[src/rtl/flopenr_serializer.sv]
// Enabled capture register with a parallel-in/serial-out stream of the captured word.
// Each accepted load produces one gap cycle, WIDTH valid bits, then a one-cycle done pulse.
module flopenr_serializer #(
  parameter int WIDTH     = 32,
  parameter bit MSB_FIRST = 1'b1
) (
  input  logic             clk,
  input  logic             reset,
  input  logic             E,
  input  logic [WIDTH-1:0] D,
  output logic [WIDTH-1:0] Q,
  output logic             ready,
  output logic             sout,
  output logic             sout_valid,
  output logic             done
);

  localparam int              CW   = (WIDTH > 2) ? $clog2(WIDTH) : 1;
  localparam logic [CW-1:0] LAST = CW'(WIDTH - 1);

  typedef enum logic [1:0] {
    S_IDLE  = 2'd0,
    S_SHIFT = 2'd1,
    S_DONE  = 2'd2
  } state_t;

  state_t           r_state;
  logic [CW-1:0]    r_count;
  logic [WIDTH-1:0] r_shreg;
  logic [WIDTH-1:0] r_q;
  logic             r_ready;
  logic             r_sout;
  logic             r_valid;
  logic             r_done;

  logic [WIDTH-1:0] w_shift_next;
  logic             w_head_bit;

  // The bit leaving the register sits at the outgoing end; zeros fill in behind it.
  generate
    for (genvar gi = 0; gi < WIDTH; gi++) begin : g_shift
      if (MSB_FIRST) begin : g_msb
        if (gi == 0) begin : g_fill
          assign w_shift_next[gi] = 1'b0;
        end else begin : g_move
          assign w_shift_next[gi] = r_shreg[gi-1];
        end
      end else begin : g_lsb
        if (gi == WIDTH - 1) begin : g_fill
          assign w_shift_next[gi] = 1'b0;
        end else begin : g_move
          assign w_shift_next[gi] = r_shreg[gi+1];
        end
      end
    end
  endgenerate

  assign w_head_bit = MSB_FIRST ? r_shreg[WIDTH-1] : r_shreg[0];

  always_ff @(posedge clk) begin
    if (reset) begin
      r_state <= S_IDLE;
      r_count <= '0;
      r_shreg <= '0;
      r_q     <= '0;
      r_ready <= 1'b1;
      r_sout  <= 1'b0;
      r_valid <= 1'b0;
      r_done  <= 1'b0;
    end else begin
      case (r_state)
        S_IDLE: begin
          r_sout  <= 1'b0;
          r_valid <= 1'b0;
          r_done  <= 1'b0;
          // Gate on the registered ready so a load is only taken when ready was visible.
          if (r_ready && E) begin
            r_q     <= D;
            r_shreg <= D;
            r_count <= '0;
            r_ready <= 1'b0;
            r_state <= S_SHIFT;
          end else begin
            r_ready <= 1'b1;
          end
        end
        S_SHIFT: begin
          r_sout  <= w_head_bit;
          r_valid <= 1'b1;
          r_done  <= 1'b0;
          r_ready <= 1'b0;
          r_shreg <= w_shift_next;
          r_count <= r_count + CW'(1);
          if (r_count == LAST) begin
            r_state <= S_DONE;
          end
        end
        S_DONE: begin
          r_sout  <= 1'b0;
          r_valid <= 1'b0;
          r_done  <= 1'b1;
          r_ready <= 1'b0;
          r_state <= S_IDLE;
        end
        default: begin
          r_sout  <= 1'b0;
          r_valid <= 1'b0;
          r_done  <= 1'b0;
          r_ready <= 1'b0;
          r_state <= S_IDLE;
        end
      endcase
    end
  end

  assign Q          = r_q;
  assign ready      = r_ready;
  assign sout       = r_sout;
  assign sout_valid = r_valid;
  assign done       = r_done;

endmodule

[config.mk]
export PLATFORM = sky130hd
export DESIGN_NAME = flopenr_serializer
export DESIGN_NICKNAME = d
export VERILOG_FILES = /design/src/rtl/flopenr_serializer.sv
export SDC_FILE = /design/constraint.sdc
export NUM_CORES = 1
export LEC_CHECK = 0
export CORE_AREA = 3 3 88 90
export CTS_BUF_LIST = sky130_fd_sc_hd__clkbuf_16
export DETAILED_ROUTE_END_ITERATION = 10
export DIE_AREA = 0 0 91 93
export GPL_TIMING_DRIVEN = 0
export PLACE_DENSITY = 0.69
export SLEW_MARGIN = 10
export SYNTH_ARGS = -nofsm -noshare
export SYNTH_HDL_FRONTEND = slang
export SYNTH_SLANG_ARGS = --single-unit
[constraint.sdc]
create_clock -name clk -period 1.32 [get_ports clk]
set_input_delay 0.132 -clock clk [delete_from_list [all_inputs] [get_ports clk]]
set_output_delay 0.132 -clock clk [all_outputs]
set_load 0.005 [all_outputs]
# Word-level counts from Yosys, hierarchy flattened
# Index checks and enable logic that the tools add are counted.
[op_classes]
mux = 11
n_reduce_logical = 7
n_shift = 0
eq_ne = 5
n_div = 0
n_bitwise = 1
order_cmp = 0
mul = 0
n_addsub = 1
[op_table]
columns = ["operator", "count"]
rows = [
  ["$pmux 32 s2", 1],
  ["$mux 32", 1],
  ["$pmux 5 s2", 1],
  ["$reduce_and 2->1", 3],
  ["$add 5x1->5 const B", 1],
  ["$eq 5x5->1 const B", 1],
  ["$mux 5", 1],
  ["$mux 1", 4],
  ["$mux 2", 2],
  ["$ne 2x2->1 const B", 2],
  ["$pmux 2 s2", 1],
  ["$eq 2x1->1 const B", 1],
  ["$eq 2x2->1 const B", 1],
  ["$logic_not 2->1", 1],
  ["$reduce_bool 2->1", 1],
  ["$reduce_or 2->1", 1],
  ["$logic_and 1x1->1", 1],
  ["$not 1->1", 1],
]
[totals]
ram_bits = 0
romBits = 0
latch_bits = 0
input_bits = 35
wordCells = 33
output_inout_bits = 36
mem_count = 0
ff_bits = 75

# Longest topological paths before layout
[depth]
word_depth = 3
mapped_depth = 5
ltp_nobuf = 5

# Worst setup path after synthesis
# No wires, ideal clock.
[synth_timing]
path_kind = "register to register"
from = "reg r_state[1]"
to = "reg r_shreg[10]"
setup_time_ns = 0.122
t_required_ns = 1.198
t_arrival_ns = 1.160
n_path_buf = 2
stages_incl_launch_ff = 6
slack_ns = 0.038
path_cell_list = "dfxtp_1 > nand4bb_1 > buf_6 > nor2_4 > buf_6 > a221o_1"
[synth_between]
elab_chain_cells = 3
[synth_rtl]
columns = ["element", "line_no", "rtl"]
rows = [
  ["start, declared", "27", "state_t r_state;"],
  ["start signal, assigned", "62", "r_state <= S_IDLE;"],
  ["start signal, assigned", "82", "r_state <= S_SHIFT;"],
  ["start signal, assigned", "95", "r_state <= S_DONE;"],
  ["$eq 2x1->1 / $logic_not 2->1 (equally long branches)", "71", "case (r_state)"],
  ["$reduce_bool 2->1 (no source line) / $ne 2x2->1 (equally long branches)", "n/a", ""],
  ["$reduce_and 2->1 (no source line)", "n/a", ""],
  ["end signal, assigned", "92", "r_shreg <= w_shift_next;"],
  ["end, declared", "29", "logic [WIDTH-1:0] r_shreg;"],
]
# Several ways; a longest one is shown, not always the timed one.
# A chain may end at the register's enable or synchronous reset.

# Final worst setup path
[layout_timing]
from = "reg r_state[0]"
to = "reg r_shreg[7]"
# Same word-level chain as after synthesis.

==> results.sh <==
export IMPL_dpl_cell_area_um2=3610
export IMPL_rows=31
export IMPL_drt_total_wl_um=6910
export IMPL_path_max_fanout=10
export IMPL_core_um2=7140
export IMPL_portBuffers=69
export IMPL_via_per_inst=5.03
export IMPL_area_growth_pct=48.2
export IMPL_finalInstanceArea_um2=4140
export IMPL_pre_cts_ws_ns=-0.362
export IMPL_worstPathRequired_ns=1.53
export IMPL_power_frac_clock=0.439
export IMPL_fillers=640
export IMPL_cts_tree="built"
export IMPL_die_area_um2=8460
export IMPL_synth_main_ff_cell="dfxtp_1"
export IMPL_final_layout_size_suffix_gt1_frac=0.177
export IMPL_syn_mean_instance_area_um2=9.64
export IMPL_antenna_found_initial=0
export IMPL_crit_slowest_cell="dfxtp_4"
export IMPL_slew_headroom=0.526
export IMPL_period_needed_ns=1.31
export IMPL_overflow=0
export IMPL_power_frac_comb=0.129
export IMPL_tightest_slew_ns=0.711
export IMPL_routedWlPerCell_um=14.5
export IMPL_die_h_um=93
export IMPL_drt_pass1_iter_count=4
export IMPL_cts_htree_levels=3
export IMPL_worstPathArrival_ns=1.52
export IMPL_clock_latency_ns=0.33
export IMPL_switchingPower_mw=1.32
export IMPL_power_density_nw_per_um2=1400
export IMPL_seq_area_frac_synth=0.537
export IMPL_synth_cell_types=32
export IMPL_cts_root_buffer_cell="clkbuf_16"
export IMPL_slew_viol_final=0
export IMPL_finalSetupViolCount=0
export IMPL_cts_buffers_inserted=9
export IMPL_hp_class="in2reg"
export IMPL_finalPower_mw=5.78
export IMPL_startpoint_type="flop"
export IMPL_layoutNonFillerInstCount=478
export IMPL_ys_seq_elements=75
export IMPL_groute_usage_overall=0.167
export IMPL_grt_max_degree=13
export IMPL_endpoint="r_shreg[7]"
export IMPL_nets=411
export IMPL_vias=2406
export IMPL_grt_pass1_wl_um=11400
export IMPL_path_cells="nand4bb_4 > buf_6 > nor2_4 > buf_6 > a221o_1"
export IMPL_seq_area_um2=1510
export IMPL_synth_edf_count=0
export IMPL_syn_num_nets=327
export IMPL_worstRegToRegCells=5
export IMPL_swShare=0.228
export IMPL_r2r_end="r_shreg[7]"
export IMPL_cp_end_kind="flop"
export IMPL_period_share=0.994
export IMPL_drc=0
export IMPL_p_int_mw=4.46
export IMPL_status="finished, final reports clean"
export IMPL_hold_viol=0
export IMPL_clkTransAtPathRegs_ns=0.05
export IMPL_maxCapViolCount=0
export IMPL_cpMostUsedCell="buf_6"
export IMPL_initial_core_util=0.392
export IMPL_synth_area_um2=2800
export IMPL_place_hpwl_um=4500
export IMPL_crit_start="r_state[0]"
export IMPL_n_antenna_cell=0
export IMPL_placedCellCount=458
export IMPL_multi_input_area_um2=1260
export IMPL_grt_pass1_vias=2331
export IMPL_drt_initial_drc_count=73
export IMPL_fp_dieW_um=91
export IMPL_gp_congestion=0.788
export IMPL_max_freq_mhz=762
export IMPL_netlist_instances=290
export IMPL_hold_start="reset"
export IMPL_seq_power_share=0.432
export IMPL_clock_path_buffers=2
export IMPL_reg2reg_slack_ns=0.008
export IMPL_skew_ns=0.00772
export IMPL_max_stage_delay_ns=0.39
export IMPL_worst_slack_ns=0.00779
export IMPL_vdd_drop_max_mv=0.638
export IMPL_pin_count=71
export IMPL_synthArstFlopShare=0
export IMPL_postRouteAntennaNets=0
export IMPL_criticalPathCategory="reg2reg"
export IMPL_rsz0062_at_grt="true"
export IMPL_clock_sinks=75
export IMPL_holdBufCountCts=0
export IMPL_reg2reg_from="r_state[0]"
export IMPL_p_leak_nw=1.89
export IMPL_yosys_warnings=0
power groups by stage:
stage	clock (mW)	sequential [mW]	combinational, mW
finish	2.53	2.50	0.745
global route	2.66	2.52	0.819
CTS	2.57	2.50	0.691
detailed placement	0	2.54	0.677
global placement	0	2.54	0.669
floorplan	0	2.54	0.329
Yosys cell counts, drive strengths merged, types with 2 or more instances:
library cell | n | area, µm²
ha | 2 | 25.0
clkbuf | 3 | 13.8
mux2 | 2 | 22.5
nand3 | 3 | 15.0
buf | 19 | 118
nor2 | 3 | 18.8
nand2 | 67 | 251
a221o | 31 | 310
and2 | 33 | 206
dfxtp | 75 | 1500
nor3b | 2 | 26.3
a21oi | 36 | 184
how the worst min path moves through the flow:
stage | endpoint | slack [ns] | depth (start not counted)
floorplan | r_shreg[0] | 0.26 | 1
global placement | sout | 0.44 | 1
detailed placement | Q[23] | 0.45 | 2
CTS | r_count[3] | 0.23 | 3
global route | r_count[3] | 0.27 | 3
finish | r_count[3] | 0.24 | 3
cell usage in the layout, fill, tap and decap left out, drive strengths merged, types with 11 or more instances in the layout:
cell type,count
a21oi,36
clkbuf,11
nand2,67
dfxtp,75
clkdlybuf4s50,47
buf,24
and2,33
dlymetal6s2s,19
a221o,31
logic make-up after synthesis:
family,Yosys count,share of synthesized area
AOI/OAI and AO/OA,71,0.188
xor gates and xnor gates,1,0.00313
DFF,75,0.537
buffers and inverters,23,0.0483
adders and majority gates,2,0.00895
and+or+nand+nor,116,0.206
muxes,2,0.00806
area by class of cell:
type                    instances  share of cell area
repair buffers                 73               0.184
clock inverters                 7              0.0205
multi-input cells             192               0.304
inverters                       1            0.000906
well taps                      99              0.0299
clock buffers                   9              0.0544
plain buffers                  22              0.0417
flip-flops and latches         75               0.365
worst max-delay path, delay by kind of cell (launching register included):
kind	cells	cell delay [ns]
compound gates	1	0.30
buf+inv	2	0.28
flops	1	0.39
simple gates	2	0.22
what timing repair did:
action,4_1_cts,5_1_grt
setup buffers,1,2
gates cloned,0,1
resized for setup,14,53
hold endpoints to repair,0,0
endpoints found under the setup margin,66,81
pin swaps,0,1
metrics by stage:
step           hold WS (ns)    TNS, ns  utilization
6_report              0.242          0        0.580
4_1_cts               0.228  -0.000578        0.553
2_1_floorplan         0.257          0            -
5_1_grt               0.271      -1.16        0.580
3_5_place_dp          0.446     -18.58        0.506
3_3_place_gp          0.441     -17.52        0.506
flip-flops by register name, summed over array words and instances (netlist names):
signal      flops
Q              32
sout            1
r_count         5
r_shreg        32
sout_valid      1
r_state         2
done            1
ready           1
routing by layer:
| metal | wire length (µm) | GRT usage |
|---|---|---|
| met1 | 3140 | 0.215 |
| met2 | 3320 | 0.254 |
| met3 | 314 | 0.0467 |
| met4 | 132 | 0.0879 |
| met5 | 0 | 0 |
No activity file was read; power rests on OpenSTA's default activity.
